## config.mk

```make
export PLATFORM = sky130hd
export DESIGN_NAME = mem_bus_arbiter
export DESIGN_NICKNAME = d
export VERILOG_FILES = /design/src/rtl/mem_bus_arbiter.sv
export SDC_FILE = /design/constraint.sdc
export NUM_CORES = 1
export LEC_CHECK = 0
export CAP_MARGIN = 20
export CORE_ASPECT_RATIO = 0.6
export CORE_MARGIN = 2
export CORE_UTILIZATION = 42
export DETAILED_ROUTE_END_ITERATION = 7
export GPL_ROUTABILITY_DRIVEN = 0
export PLACE_DENSITY_LB_ADDON = 0.1
export SLEW_MARGIN = 40
export SYNTH_ARGS = -nofsm -noshare
export SYNTH_HDL_FRONTEND = slang
export SYNTH_SLANG_ARGS = --single-unit
```

## constraint.sdc

```tcl
create_clock -name clk -period 5.85 [get_ports clk]
set_input_delay 0.8775 -clock clk [delete_from_list [all_inputs] [get_ports clk]]
set_output_delay 0.8775 -clock clk [all_outputs]
set_load 0.02 [all_outputs]
```

## src/rtl/mem_bus_arbiter.sv

```systemverilog
// -----------------------------------------------------------------------------
// mem_bus_arbiter
//
// Shares one Wishbone-classic style memory port between instruction fetch (IF)
// and the memory-access stage (MEM) of the pipeline. One bus cycle runs at a
// time. The winner gets its read data and a single-cycle done pulse. A
// watchdog counter aborts bus cycles that never see an acknowledge.
//
// Ports
//   clk, rst            clock (rising edge), asynchronous active-high reset
//   mem_req_i/we/addr/sel/wdata -> memory-stage request, held until mem_done_o
//   mem_rdata_o, mem_done_o     <- memory-stage load data and completion pulse
//   if_req_i/addr               -> fetch request, held until if_done_o
//   if_rdata_o, if_done_o       <- instruction word and completion pulse
//   flush_i                     -> pipeline flush, discards in-flight fetch data
//   stallreq_mem_o, stallreq_if_o <- combinational stall requests
//   bus_cyc/stb/we/adr/sel/dat_o  <- registered bus master outputs
//   bus_dat_i, bus_ack_i          -> bus slave response
//   bus_err_o                     <- one-cycle pulse when a cycle times out
// -----------------------------------------------------------------------------
module mem_bus_arbiter #(
    parameter int unsigned TIMEOUT = 256
) (
    input  logic        clk,
    input  logic        rst,

    input  logic        mem_req_i,
    input  logic        mem_we_i,
    input  logic [31:0] mem_addr_i,
    input  logic [3:0]  mem_sel_i,
    input  logic [31:0] mem_wdata_i,
    output logic [31:0] mem_rdata_o,
    output logic        mem_done_o,

    input  logic        if_req_i,
    input  logic [31:0] if_addr_i,
    output logic [31:0] if_rdata_o,
    output logic        if_done_o,

    input  logic        flush_i,
    output logic        stallreq_mem_o,
    output logic        stallreq_if_o,

    output logic        bus_cyc_o,
    output logic        bus_stb_o,
    output logic        bus_we_o,
    output logic [31:0] bus_adr_o,
    output logic [3:0]  bus_sel_o,
    output logic [31:0] bus_dat_o,
    input  logic [31:0] bus_dat_i,
    input  logic        bus_ack_i,
    output logic        bus_err_o
);

    typedef enum logic [1:0] {
        IDLE     = 2'd0,
        MEM_BUSY = 2'd1,
        IF_BUSY  = 2'd2
    } state_t;

    localparam logic [15:0] CNT_LAST = 16'(TIMEOUT - 1);

    state_t      state_q, state_d;
    logic        last_if_q, last_if_d;   // 1 = fetch won the previous grant
    logic [15:0] cnt_q, cnt_d;
    logic        discard_q, discard_d;   // fetch result to be dropped (flush seen)

    logic        cyc_d, stb_d, we_d, done_mem_d, done_if_d, err_d;
    logic [31:0] adr_d, dat_d, mem_rdata_d, if_rdata_d;
    logic [3:0]  sel_d;
    logic        mem_elig, if_elig;
    logic        drop_if;

    // A requester still seeing its done pulse must not be re-granted,
    // otherwise a held request would issue a second bus cycle.
    assign stallreq_mem_o = mem_req_i & ~mem_done_o;
    assign stallreq_if_o  = if_req_i & ~if_done_o & ~flush_i;

    always_comb begin
        state_d     = state_q;
        last_if_d   = last_if_q;
        cnt_d       = cnt_q;
        discard_d   = discard_q;
        cyc_d       = bus_cyc_o;
        stb_d       = bus_stb_o;
        we_d        = bus_we_o;
        adr_d       = bus_adr_o;
        sel_d       = bus_sel_o;
        dat_d       = bus_dat_o;
        mem_rdata_d = mem_rdata_o;
        if_rdata_d  = if_rdata_o;
        done_mem_d  = 1'b0;
        done_if_d   = 1'b0;
        err_d       = 1'b0;
        mem_elig    = mem_req_i & ~mem_done_o;
        if_elig     = if_req_i & ~if_done_o & ~flush_i;
        drop_if     = discard_q | flush_i;

        case (state_q)
            IDLE: begin
                discard_d = 1'b0;
                // On a tie the requester that did not win last time goes first.
                if (mem_elig && (!if_elig || last_if_q)) begin
                    cyc_d     = 1'b1;
                    stb_d     = 1'b1;
                    we_d      = mem_we_i;
                    adr_d     = mem_addr_i;
                    sel_d     = mem_sel_i;
                    dat_d     = mem_wdata_i;
                    last_if_d = 1'b0;
                    cnt_d     = '0;
                    state_d   = MEM_BUSY;
                end else if (if_elig) begin
                    cyc_d     = 1'b1;
                    stb_d     = 1'b1;
                    we_d      = 1'b0;
                    adr_d     = if_addr_i;
                    sel_d     = 4'hF;
                    dat_d     = '0;
                    last_if_d = 1'b1;
                    cnt_d     = '0;
                    state_d   = IF_BUSY;
                end
            end

            MEM_BUSY, IF_BUSY: begin
                cnt_d = 16'(cnt_q + 16'd1);
                if (state_q == IF_BUSY && flush_i) begin
                    discard_d = 1'b1;
                end
                // Ack has priority over the watchdog in the same cycle.
                if (bus_ack_i || cnt_q == CNT_LAST) begin
                    cyc_d     = 1'b0;
                    stb_d     = 1'b0;
                    we_d      = 1'b0;
                    err_d     = ~bus_ack_i;
                    cnt_d     = '0;
                    discard_d = 1'b0;
                    state_d   = IDLE;
                    if (state_q == MEM_BUSY) begin
                        done_mem_d  = 1'b1;
                        mem_rdata_d = bus_ack_i ? bus_dat_i : 32'd0;
                    end else if (!drop_if) begin
                        done_if_d  = 1'b1;
                        if_rdata_d = bus_ack_i ? bus_dat_i : 32'd0;
                    end
                end
            end

            default: begin
                state_d = IDLE;
            end
        endcase
    end

    always_ff @(posedge clk or posedge rst) begin
        if (rst) begin
            state_q     <= IDLE;
            last_if_q   <= 1'b1;
            cnt_q       <= '0;
            discard_q   <= 1'b0;
            bus_cyc_o   <= 1'b0;
            bus_stb_o   <= 1'b0;
            bus_we_o    <= 1'b0;
            bus_adr_o   <= '0;
            bus_sel_o   <= '0;
            bus_dat_o   <= '0;
            mem_rdata_o <= '0;
            if_rdata_o  <= '0;
            mem_done_o  <= 1'b0;
            if_done_o   <= 1'b0;
            bus_err_o   <= 1'b0;
        end else begin
            state_q     <= state_d;
            last_if_q   <= last_if_d;
            cnt_q       <= cnt_d;
            discard_q   <= discard_d;
            bus_cyc_o   <= cyc_d;
            bus_stb_o   <= stb_d;
            bus_we_o    <= we_d;
            bus_adr_o   <= adr_d;
            bus_sel_o   <= sel_d;
            bus_dat_o   <= dat_d;
            mem_rdata_o <= mem_rdata_d;
            if_rdata_o  <= if_rdata_d;
            mem_done_o  <= done_mem_d;
            if_done_o   <= done_if_d;
            bus_err_o   <= err_d;
        end
    end

endmodule

```

[After elaboration in Yosys (flattened, before gate mapping)]
Index checks and enable logic that the tools add are counted.
Operators by class
  add/subtract/negate cells: 1
  $mul: 0
  div/mod/pow operators: 0
  order comparisons: 0
  equality and inequality tests: 6
  shift operators: 0
  muxes and demuxes: 35
  bitwise logic cells: 10
  reduce and logical (&&, ||, !) cells: 16
Operators with widths (count)
  32-bit 2-to-1 mux: 5
  16-bit 2-to-1 mux: 3
  16-bit one-hot mux with 2 select lines: 1
  1-bit 2-to-1 mux: 17
  16-bit by 1-bit adder with 16-bit output (second input constant): 1
  16-bit by 8-bit == test with 1-bit output (second input constant): 1
  4-bit 2-to-1 mux: 2
  2-bit AND reduction: 4
  2-bit 2-to-1 mux: 3
  3-bit != test (second input constant): 2
  1-bit NOT: 6
  1-bit one-hot mux with 2 select lines: 3
  3-bit AND reduction: 2
  2-bit one-hot mux with 2 select lines: 1
  4-bit AND reduction: 1
  2-bit nonzero test: 2
  1-bit AND: 3
  2-bit by 1-bit == test with 1-bit output (second input constant): 1
  2-bit == test (second input constant): 1
  1-bit logical AND: 2
  2-bit logical NOT: 1
  1-bit logical OR: 2
  2-bit != test (second input constant): 1
  2-bit OR reduction: 1
  2 further kinds: 2
Word-level totals
  register bits after elaboration: 157
  latch bits: 0
  RAM bits: 0
  bits in read-only memories: 0
  bits of input ports: 139
  output and inout bits: 140
  word-level logic and storage cells: 82
  memories kept: 0

[Depth between registers and ports, before layout]
  depth in word-level cells: 8
  gate-level depth with buffers: 8

[Worst setup path after synthesis]
OpenSTA, ideal clock, no wires.
  kind: input to output
  from: in flush_i
  to: out stallreq_if_o
  arrival: 1503 ps
  slack: 3470 ps
  stages: 2
  buffers on the path: 0
  cells stage by stage: or3b_2 inv_1
On the way
  word-level cells in the longest chain between the ends: 2
RTL lines
  from (decl): RTL line 40  | input logic flush_i,
  1-bit NOT: RTL line 77  | assign stallreq_if_o = if_req_i & ~if_done_o & ~flush_i;
  1-bit AND: RTL line 77
  to (decl): RTL line 42  | output logic stallreq_if_o,
Every way passes these cells.

[Final worst setup path]
Ends and elaborated chain as after synthesis.

==> impl_metrics.yaml <==
synthesis:
  synth-xor-area-share_pct: 0
  yosys_most_used_dff: "dfrtp_1"
  synth_top_family_by_area: "compound AO/OA/AOI/OAI gates"
  yosys.area.top_type_share_pct: 61.2
  synth.area.top_cells: "dfrtp_1 (61%), a32o_1 (10%), mux2i_1 (5.3%), a22o_1 (4.4%), o21ai_0 (3.5%)"
  synth.largest_area_cell: "dfrtp_1"
  ys_seq_area_share_pct: 61.6
  synthCells: 521
  synth.avg_cell_area_um2: 12.2
  mappedNetlistArea_mm2: 0.00638
  synth-adder-area-share_pct: 0.784
  synth_mux_area_share_pct: 5.33
  ys_types: 35
  ys_seq_elements: 157
  yosys_warnings: 0
  synth_nets: 664
  synth_edf_count: 0
  synth_compound_area_share_pct: 21.3
  ys_async_sr_fraction_pct: 100
  yosys.area_share.simple_pct: 7.63
global_route:
  grt_pass1_wl_mm: 29.3
  grt.total_usage_pct: 23.2
  grt_start_max_net_pins: 118
  grt_pass1_vias: 5407
  grt_overflow_total: 0
  antenna_found_initial: 1
cells_and_area:
  synthToLayoutAreaGrowth_pct: 55.2
  final_core_util_pct: 67.5
  drive_gt1_share_pct: 6.91
  num_antenna_cells: 0
  nets: 926
  n_fill_cell: 1084
route:
  ant_nets: 0
  avgRoutedWirePerCell_um: 19.0
  vias: 5493
  viasPerCell: 5.53
  wirelength_mm: 18.9
  drt_iter0_drc: 401
  dr.pass1.iters: 5
  drc_errors: 0
clock_network:
  cts_resized: 0
  clk_latency_ps: 420
  cts_tree: "built"
  ctsHoldBuffers: 0
  htree_levels: 4
  cts_made_buffers: 17
  cts_root_buf: "clkbuf_16"
  cts.path.max_buffers: 2
  cts.sinks: 157
  cts_setup_buffers: 0
  cts.clk_slew.worst_paths_ps: 60
die:
  die_y_um: 99.5
  die_w_um: 163
  coreArea_mm2: 0.0147
  dieArea_mm2: 0.0162
  rows: 34
  start_util_pct: 43.5
  ios: 279
min_path:
  hold_start: "bus_adr_o[7]"
  hold_class: "flip-flop to flip-flop"
setup_path:
  critPathLaunch: "flush_i"
  cp.arrival_ps: 2590
  cp_max_fo: 4
  rr_startpoint: "cnt_q[12]"
  cp.required_ps: 4970
  end_kind: "output port"
  start_kind: "primary input"
  setup.worst_path.class: "primary input to output port"
timing:
  tns_ps: 0
  worstMarginPinSlew_ps: 711
  min_period_ps: 3470
  rsz0062_at_grt: "false"
  finalMaxSlewViolations: 0
  fmax_mhz: 288
  max_slew_margin_pct: 52.5
  setup_viol: 0
  fin_skew_ps: 13.4
  final-hold-violation-count: 0
  min_period_over_period_pct: 59.3
power:
  total_power_mw: 5.47
  power_per_cell_area_mw_per_mm2: 552
  peakVddDrop_uv: 292
  p_leak_nw: 4.22
placed_design:
  portBuffers: 278
  dp_hpwl_mm: 13.5
run_status:
  status: "completed"
job:
  cap_violations: 0
==> cell families (layout without fill, tap and decap cells) <==
logic type / count (synthesis) / count (layout)
flops: 157 / 157
compound gates: 171 / 171
fa+ha+maj: 4 / 4
buf+inv: 53 / 328
mux: 34 / 34
simple gates: 102 / 102
==> routing by layer <==
metal | routed length [µm] | track usage [%] | up-vias | share of wire (%)
met4 | 325 | 6.74 | 2 | 1.7
met2 | 9310 | 38.9 | 215 | 49
met5 | 13 | 0 | - | 0.069
met3 | 1520 | 6.55 | 25 | 8.1
met1 | 7710 | 29.6 | 2740 | 41
li1 | - | - | 2511 | -
==> stage by stage <==
| step | cells | hold slack, ps | area (µm²) | worst slack (ps) |
|---|---|---|---|---|
| finish | 994 | 479 | 9900 | 2380 |
| global route | 994 | 501 | 9900 | 2330 |
| CTS | 994 | 482 | 9890 | 2380 |
| detailed placement | 962 | 470 | 9330 | 2370 |
| global placement | 962 | 463 | 9320 | 2120 |
| floorplan | 521 | 442 | 6380 | 739 |
==> worst max-delay path, cell delays in order <==
cell             delay (ps)
clkdlybuf4s50_1         460
or3b_2                  530
inv_1                    90
clkdlybuf4s50_1         630
==> cell usage in the layout (no fill, tap or decap), drive strengths merged <==
master	count
a21oi	6
a22o	32
a31oi	12
a32o	65
a41oi	2
and2	3
and3	1
buf	10
clkbuf	20
clkdlybuf4s50	277
clkinv	6
clkinvlp	2
dfrtp	156
dfstp	1
ha	4
inv	13
mux2i	34
nand2	55
nand2b	3
nand3	9
nand4	2
nor2	11
nor2b	1
nor3	1
nor3b	2
nor4	5
nor4b	1
o21ai	47
o22a	4
o31ai	1
o41ai	2
or2	2
or3	2
or3b	1
or4	3
==> path summary, 6_finish.rpt <==
kind | end | slack (ps) | cells past startpoint
worst min register to register | bus_adr_o[7] | 480 | 2
worst max register to register | mem_rdata_o[2] | 3460 | 5
worst min-delay path | bus_adr_o[7] | 480 | 2
min in group asynchronous | bus_adr_o[6] | 910 | 2
max in group asynchronous | cnt_q[3] | 3920 | 3
worst max-delay path | stallreq_if_o | 2380 | 4
==> report_power, final <==
part / leakage, nW / internal, mW / switching, mW
clock network: 0.269 / 0.576 / 0.453
registers: 2.00 / 1.56 / 0.261
logic: 1.95 / 1.25 / 1.37
total: 4.22 / 3.38 / 2.08
==> Yosys cell counts, types with 3 or more instances <==
cell type,count
a21oi_1,6
a31oi_1,12
a22o_1,32
nand3_1,9
nand2b_1,3
nor4_1,4
or4_1,3
inv_1,9
a32o_1,65
dfrtp_1,156
ha_1,4
nor2_1,11
nand2_1,55
o21ai_0,45
mux2i_1,34
clkbuf_1,31
and2_1,3
o22a_1,4
buf_2,12
==> cell type report <==
class	instances	area [µm²]	share of cell area, %
multi-input cells	311	2270	22.9
clock inverters	12	103	1.04
clock buffers	20	457	4.61
well taps	198	248	2.50
flip-flops and latches	157	3930	39.7
inverters	9	46.3	0.468
repair buffers	287	2850	28.8
==> sequential cells by signal, summed over array words and instances, names as in the netlist <==
signal,cells
bus_adr_o,32
bus_dat_o,32
bus_err_o,1
bus_sel_o,4
bus_stb_o,1
bus_we_o,1
cnt_q,16
discard_q,1
if_done_o,1
if_rdata_o,32
last_if_q,1
mem_done_o,1
mem_rdata_o,32
state_q,2
(Power assumes the default switching activity.)
